### config.mk
export PLATFORM = sky130hd
export DESIGN_NAME = bar_handshake_driver
export DESIGN_NICKNAME = d
export VERILOG_FILES = /design/src/rtl/bar_handshake_driver.sv
export SDC_FILE = /design/constraint.sdc
export NUM_CORES = 1
export LEC_CHECK = 0
export CAP_MARGIN = 0
export CORE_MARGIN = 2
export CORE_UTILIZATION = 48
export CTS_CLUSTER_SIZE = 16
export DETAILED_ROUTE_END_ITERATION = 8
export HOLD_SLACK_MARGIN = 0.06
export PLACE_DENSITY = 0.78
export SYNTH_ARGS = -nofsm -noshare
export SYNTH_HDL_FRONTEND = slang
export SYNTH_SLANG_ARGS = --single-unit
### constraint.sdc
create_clock -name CLK -period 1.9 [get_ports CLK]
set_input_delay 0.285 -clock CLK [delete_from_list [all_inputs] [get_ports CLK]]
set_output_delay 0.285 -clock CLK [all_outputs]
set_load 0.05 [all_outputs]
### src/rtl/bar_handshake_driver.sv
// Transmit side of the bar ready/valid handshake: FIFO-buffered operand pairs with round-robin completion tokens.
// Define BAR_HS_DRIVER_ASSERT_EN to compile the embedded protocol assertions.
module bar_handshake_driver #(
   parameter int WIDTH = 4,
   parameter int DEPTH = 2,
   parameter int LANES = 3
) (
   input  logic                 CLK,
   input  logic                 ASYNCRESETN,
   input  logic                 in_valid,
   output logic                 in_ready,
   input  logic [WIDTH-1:0]     in1,
   input  logic [WIDTH-1:0]     in2,
   output logic                 handshake_valid,
   input  logic                 handshake_ready,
   output logic [2*WIDTH-1:0]   handshake_data,
   output logic                 out,
   output logic [LANES-1:0]     handshake_arr_valid,
   input  logic [LANES-1:0]     handshake_arr_ready
);

   localparam int PTR_W = (DEPTH > 1) ? $clog2(DEPTH) : 1;
   localparam int CNT_W = $clog2(DEPTH + 1);
   localparam int RR_W  = (LANES > 1) ? $clog2(LANES) : 1;

   logic [2*WIDTH-1:0] mem_q [DEPTH];
   logic [PTR_W-1:0]   wr_ptr_q, wr_ptr_d;
   logic [PTR_W-1:0]   rd_ptr_q, rd_ptr_d;
   logic [CNT_W-1:0]   count_q, count_d;
   logic [RR_W-1:0]    rr_q, rr_d;
   logic [LANES-1:0]   lane_pend_q, lane_pend_d;
   logic [2*WIDTH-1:0] head;
   logic               push;
   logic               fire;

   assign in_ready            = ASYNCRESETN && (count_q < CNT_W'(DEPTH));
   assign handshake_valid     = (count_q != '0) && !lane_pend_q[rr_q];
   assign head                = mem_q[rd_ptr_q];
   assign handshake_data      = head;
   assign out                 = (|head[WIDTH-1:0]) ^ (&head[2*WIDTH-1:WIDTH]);
   assign handshake_arr_valid = lane_pend_q;
   assign push                = in_valid && in_ready;
   assign fire                = handshake_valid && handshake_ready;

   // NOTE: every variable gets a default at the top of always_comb so no path can infer a latch.
   always_comb begin
      wr_ptr_d    = wr_ptr_q;
      rd_ptr_d    = rd_ptr_q;
      count_d     = count_q;
      rr_d        = rr_q;
      lane_pend_d = lane_pend_q & ~handshake_arr_ready;
      if (push) begin
         wr_ptr_d = (wr_ptr_q == PTR_W'(DEPTH - 1)) ? '0 : wr_ptr_q + 1'b1;
      end
      if (fire) begin
         rd_ptr_d          = (rd_ptr_q == PTR_W'(DEPTH - 1)) ? '0 : rd_ptr_q + 1'b1;
         rr_d              = (rr_q == RR_W'(LANES - 1)) ? '0 : rr_q + 1'b1;
         lane_pend_d[rr_q] = 1'b1;
      end
      case ({push, fire})
         2'b10:   count_d = count_q + 1'b1;
         2'b01:   count_d = count_q - 1'b1;
         default: count_d = count_q;
      endcase
   end

   // NOTE: storage is reset too, so data/out read as zero while the FIFO is empty after reset.
   // NOTE: sequential state uses non-blocking assignments only, so all registers update together.
   always_ff @(posedge CLK or negedge ASYNCRESETN) begin
      if (!ASYNCRESETN) begin
         for (int i = 0; i < DEPTH; i++) mem_q[i] <= '0;
         wr_ptr_q    <= '0;
         rd_ptr_q    <= '0;
         count_q     <= '0;
         rr_q        <= '0;
         lane_pend_q <= '0;
      end else begin
         if (push) mem_q[wr_ptr_q] <= {in2, in1};
         wr_ptr_q    <= wr_ptr_d;
         rd_ptr_q    <= rd_ptr_d;
         count_q     <= count_d;
         rr_q        <= rr_d;
         lane_pend_q <= lane_pend_d;
      end
   end

`ifdef BAR_HS_DRIVER_ASSERT_EN
   a_head_stable: assert property (@(posedge CLK) disable iff (!ASYNCRESETN)
      handshake_valid && !handshake_ready |=> $stable({handshake_valid, handshake_data, out}));

   for (genvar k = 0; k < LANES; k++) begin : g_lane_assert
      a_lane_hold: assert property (@(posedge CLK) disable iff (!ASYNCRESETN)
         lane_pend_q[k] && !handshake_arr_ready[k] |=> lane_pend_q[k]);
   end

   a_count_range: assert property (@(posedge CLK) disable iff (!ASYNCRESETN)
      count_q <= CNT_W'(DEPTH));

   a_fire_lane_free: assert property (@(posedge CLK) disable iff (!ASYNCRESETN)
      fire |-> !lane_pend_q[rr_q]);
`endif

endmodule

Word level (Yosys, flattened, before mapping)
Index checks and enable logic that the tools add are counted. Widths: inputs -> output; s select.

Word-level logic and storage cells: 53. Register bits after elaboration: 25. Output and inout port bits: 14.

Mux-type cells: 15. Equality and inequality tests: 3. Bitwise operators: 6. Order comparisons: 6. Add/sub/neg operators: 5. Reduce and logical (&&, ||, !) cells: 11.

Operators by type and width (number): $mux 8 (4); $bwmux 16 (1); $demux 8 s1 (1); $logic_and 1x1->1 (6); $add 2x1->2 const B (2); $eq 2x2->1 const B (2); $ge 2x2->1 const B (2); $mux 1 (4); $not 1->2 (2); $pmux 2 s2 (1); $reduce_and 4->1 (1); $reduce_bool 2->1 (2); $reduce_or 4->1 (1); $and 3x3->3 (1); $lt 2x3->1 const B (1); $mux 3 (1); $not 3->3 (1); $or 3x3->3 (1); $add 1x1->1 const B (2); $bmux 1 s2 (1); $demux 1 s2 (1); $eq 2x1->1 const B (1); $ge 2x1->1 const B (1); $lt 2x1->1 const B (1); 5 further kinds (5).

Longest topological paths before layout
Depth after elaboration: 7. Depth in mapped cells: 7. Gate-level depth less buffers: 7.

Worst setup path before layout
Ideal clock, no wire load.

Path kind: register to output. Start point: register lane_pend_q[2] (netlist: handshake_arr_valid[2]). End point: output port handshake_valid. Cell stages (with the launch flop): 4. Buffers on the path: 0. Arrival: 1867 ps. Slack: -252 ps. Required time: 1615 ps. Cells stage by stage: dfrtp_1 -> mux2_1 -> mux2_4 -> nor2_1.

Longest elaborated chain between the ends: 4.

Ends and longest elaborated chain: from (decl) (line 31) `logic [LANES-1:0] lane_pend_q, lane_pend_d;`; from (signal assigned) (line 83) `lane_pend_q <= lane_pend_d;`; $bmux 1 s2 (line 37) `assign handshake_valid = (count_q != '0) && !lane_pend_q[rr_q];`; $mux 1 (implied by the code) (line 37); $logic_not 1->1 (line 37); $logic_and 1x1->1 (line 37); to (decl) (line 14) `output logic handshake_valid,`.

No other way between the ends. The select of a mux whose other input is x is not followed.

Worst setup path after layout
Start point: register rd_ptr_q. End point: output port out.

Longest elaborated chain between the ends: 6. Elaborated cells on any way between the ends: 7.

Ends and longest elaborated chain: from (decl) (line 28) `logic [PTR_W-1:0] rd_ptr_q, rd_ptr_d;`; from (signal assigned) (line 80) `rd_ptr_q <= rd_ptr_d;`; $not 1->2 (implied by the code) * (line 38) `assign head = mem_q[rd_ptr_q];`; $mux 8 (implied by the code) * (3 in a row) (line 38); $reduce_or 4->1 or $reduce_and 4->1 (tied branches) (line 40) `assign out = (|head[WIDTH-1:0]) ^ (&head[2*WIDTH-1:WIDTH]);`; $xor 1x1->1 * (line 40); to (decl) (line 17) `output logic out,`.

Every way passes the cells marked *; elsewhere a longest branch is shown, timed or not. The select of a mux whose other input is x is not followed.

==> results.md <==
* CP Max Fanout at 7
* Setup repair after global routing missed its margin: true
* Clock-pin slew on the worst setup and hold paths at 140 ps
* Commonest non-fill, non-tap cell in the layout: dfrtp_1
* Post-synthesis mux area share at 24.2%
* Required time worst endpoint at 1620 ps
* Die height at 54.2 um
* Syn nets at 109
* I/O pins at 29
* Clock latency on the worst-skew pair at 310 ps
* Ant diodes at 0
* CTS tree: done
* Reg2Reg Setup Slack at 90 ps
* FF-to-FF End: count_q[1]$_DFFE_PN0P_
* Core Area at 2430 sq um
* FP Rows at 18
* Placer Congestion at 0.717
* Die Footprint at 2930 sq um
* Final Max Slew Viols at 0
* Worst-case clock buffer depth at 2
* Fin crit period at 2040 ps
* Class of the worst hold path: input pin to async pin
* Final Cell Area at 1650 sq um
* Global-route usage over all layers at 16.8%
* Synth top area share at 51.8%
* PortBufs at 28
* Cell taking the most area after synthesis: dfrtp_1
* Final setup viols at 1
* Area after DPL at 1570 sq um
* H-tree levels at 1
* Largest family of logic cells by synthesized area: multiplexers
* 1st-pass router iterations at 4
* Worst Clk Skew at 8.11 ps
* Final Cycle Share at 107%
* GR Overflow Total at 0
* Initial antenna violation count at 0
* Synth Area in Adders at 1.04%
* Clock sink count at 25
* Initial Util at 49.6%
* Drt total wl at 2150 um
* Slew at the pin with the worst max-slew slack at 501 ps
* XOR/XNOR Fraction of Synth Area at 4.97%
* Top post-synthesis cells by area: dfrtp_1 (52%), mux2_2 (20%), mux2_4 (3.7%)
* Seq/Total Area, Yosys at 51.8%
* Largest net degree at the start of global routing at 26
* Hold Vio Cnt, Final at 0
* DP Wirelength at 1670 um
* Total of max-cap violations at 0
* Via count at 812
* CP Capture Type: primary output
* Simple-gate share of the synthesized area at 12.0%
* Die width at 54.2 um
* WL per Instance at 13.4 um
* DR DRC count at 0
* Layout area overhead at 36.9%
* Worst r2r path cells at 7
* Compound-cell area share of the yosys netlist at 3.73%
* Synthesized area per cell at 13.0 sq um
* Slew margin rel. at 66.5%
* Total CTS buffers at 3
* #FFs+latches synth at 25
* Cells after synthesis at 93
* Max Freq at 0.490 GHz
* DRT iter0 DRCs at 10
* Via-to-Cell Ratio at 5.04
* Outcome: finished, violations left
* First-pass GRT wire length at 3590 um
* Share of cells above drive strength 1 at 47.3%
* Crit Reg-Reg Startpoint: rr_q[1]$_DFFE_PN0N_
* Synth unique cells at 24
* Failing checks: negative setup slack
* CP Launch Type: flip-flop
* Ys Warns at 0
* Critical path data arrival time at 1750 ps
* Vias in the first global route at 831
* Critical path class: flip-flop to primary output
* Post-DRT Antenna Nets at 0
* CTS Root Cell: clkbuf_4
* Final #Nets at 148
* Post-synthesis cell area at 1210 sq um
* Commonest cells after routing, fill and taps aside: dfrtp_1 (22), mux2_2 (19), clkdlybuf4s50_1 (16)
* Final worst setup slack at -139 ps
==> Yosys cell counts <==
| cell type | n |
|---|---|
| ha_1 | 1 |
| mux2_2 | 21 |
| dfrtp_1 | 25 |
| nor2b_2 | 1 |
| nand3_1 | 3 |
| nor4_4 | 1 |
| or3_1 | 1 |
| o22ai_1 | 1 |
| mux2_4 | 3 |
| inv_1 | 4 |
| nor2_4 | 2 |
| buf_6 | 1 |
| o21ai_1 | 2 |
| nor2_1 | 7 |
| xnor2_1 | 4 |
| o21ai_0 | 4 |
| mux2_1 | 1 |
| nand2_2 | 1 |
| nand3_2 | 1 |
| o21ai_2 | 1 |
| xor2_1 | 1 |
| nand2_1 | 5 |
| and2b_4 | 1 |
| xor2_2 | 1 |
==> through the flow <==
step	TNS, ps	util, %	setup WS [ps]	hold WS, ps	std cells
after floorplan	0	-	3.26	-10.6	93
after global placement	0	64.6	107	486	153
after detailed placement	0	64.6	61.1	492	153
after CTS	-166	67.7	-163	379	161
after global routing	-270	68.0	-223	387	161
final	-139	68.0	-139	370	161
==> sequential cells by signal (all words and copies together), names as in the netlist <==
name / count
rr_q: 2
wr_ptr_q: 1
handshake_arr_valid: 3
count_q: 2
mem_q: 16
rd_ptr_q: 1
==> final cells by class <==
| class | count | area (sq um) |
|---|---|---|
| Clock buffer | 3 | 22.5 |
| Clock inverter | 1 | 5.00 |
| Fill cell | 188 | 779 |
| Inverter | 4 | 15.0 |
| Multi-Input combinational cell | 63 | 586 |
| Sequential cell | 25 | 629 |
| Tap cell | 30 | 37.5 |
| Timing Repair Buffer | 35 | 358 |
==> worst max path at each step <==
stage                              start                     end
finish              rd_ptr_q$_DFFE_PN0N_                     out
detailed placement   rr_q[1]$_DFFE_PN0N_  count_q[1]$_DFFE_PN0P_
global route        rd_ptr_q$_DFFE_PN0N_                     out
global placement    rd_ptr_q$_DFFE_PN0N_                     out
floorplan           rd_ptr_q$_DFFE_PN0N_       handshake_data[4]
CTS                 rd_ptr_q$_DFFE_PN0N_                     out
==> logic make-up (layout without fill, tap and decap cells) <==
| kind of cell | after synthesis | after routing |
|---|---|---|
| compound gates | 8 | 8 |
| buf+inv | 5 | 43 |
| flops | 25 | 25 |
| fa+ha+maj | 1 | 1 |
| simple gates | 23 | 23 |
| xor+xnor | 6 | 6 |
| mux | 25 | 25 |
==> routing by layer <==
metal | GRT usage (%) | up-vias | wire [um]
met3 | 3.33 | 0 | 94
li1 | - | 396 | -
met5 | 0 | - | 0
met4 | 2.50 | 0 | 0
met1 | 21.9 | 396 | 950
met2 | 29.1 | 20 | 1110
==> worst max-delay path, cell delays in order (launching register included) <==
cell	delay [ps]
dfrtp_2	480
buf_4	180
or3_1	370
o21ai_2	100
xnor2_2	160
buf_12	160
==> repair_timing <==
action,in CTS,in global routing
setup buffers,4,0
hold endpoints to repair,0,0
endpoints found under the setup margin,2,3
hold buffers,0,0
gates resized for setup,6,2
Power is not shown: default switching activity piles up to over one toggle a cycle in this logic, so the estimate is an artifact.
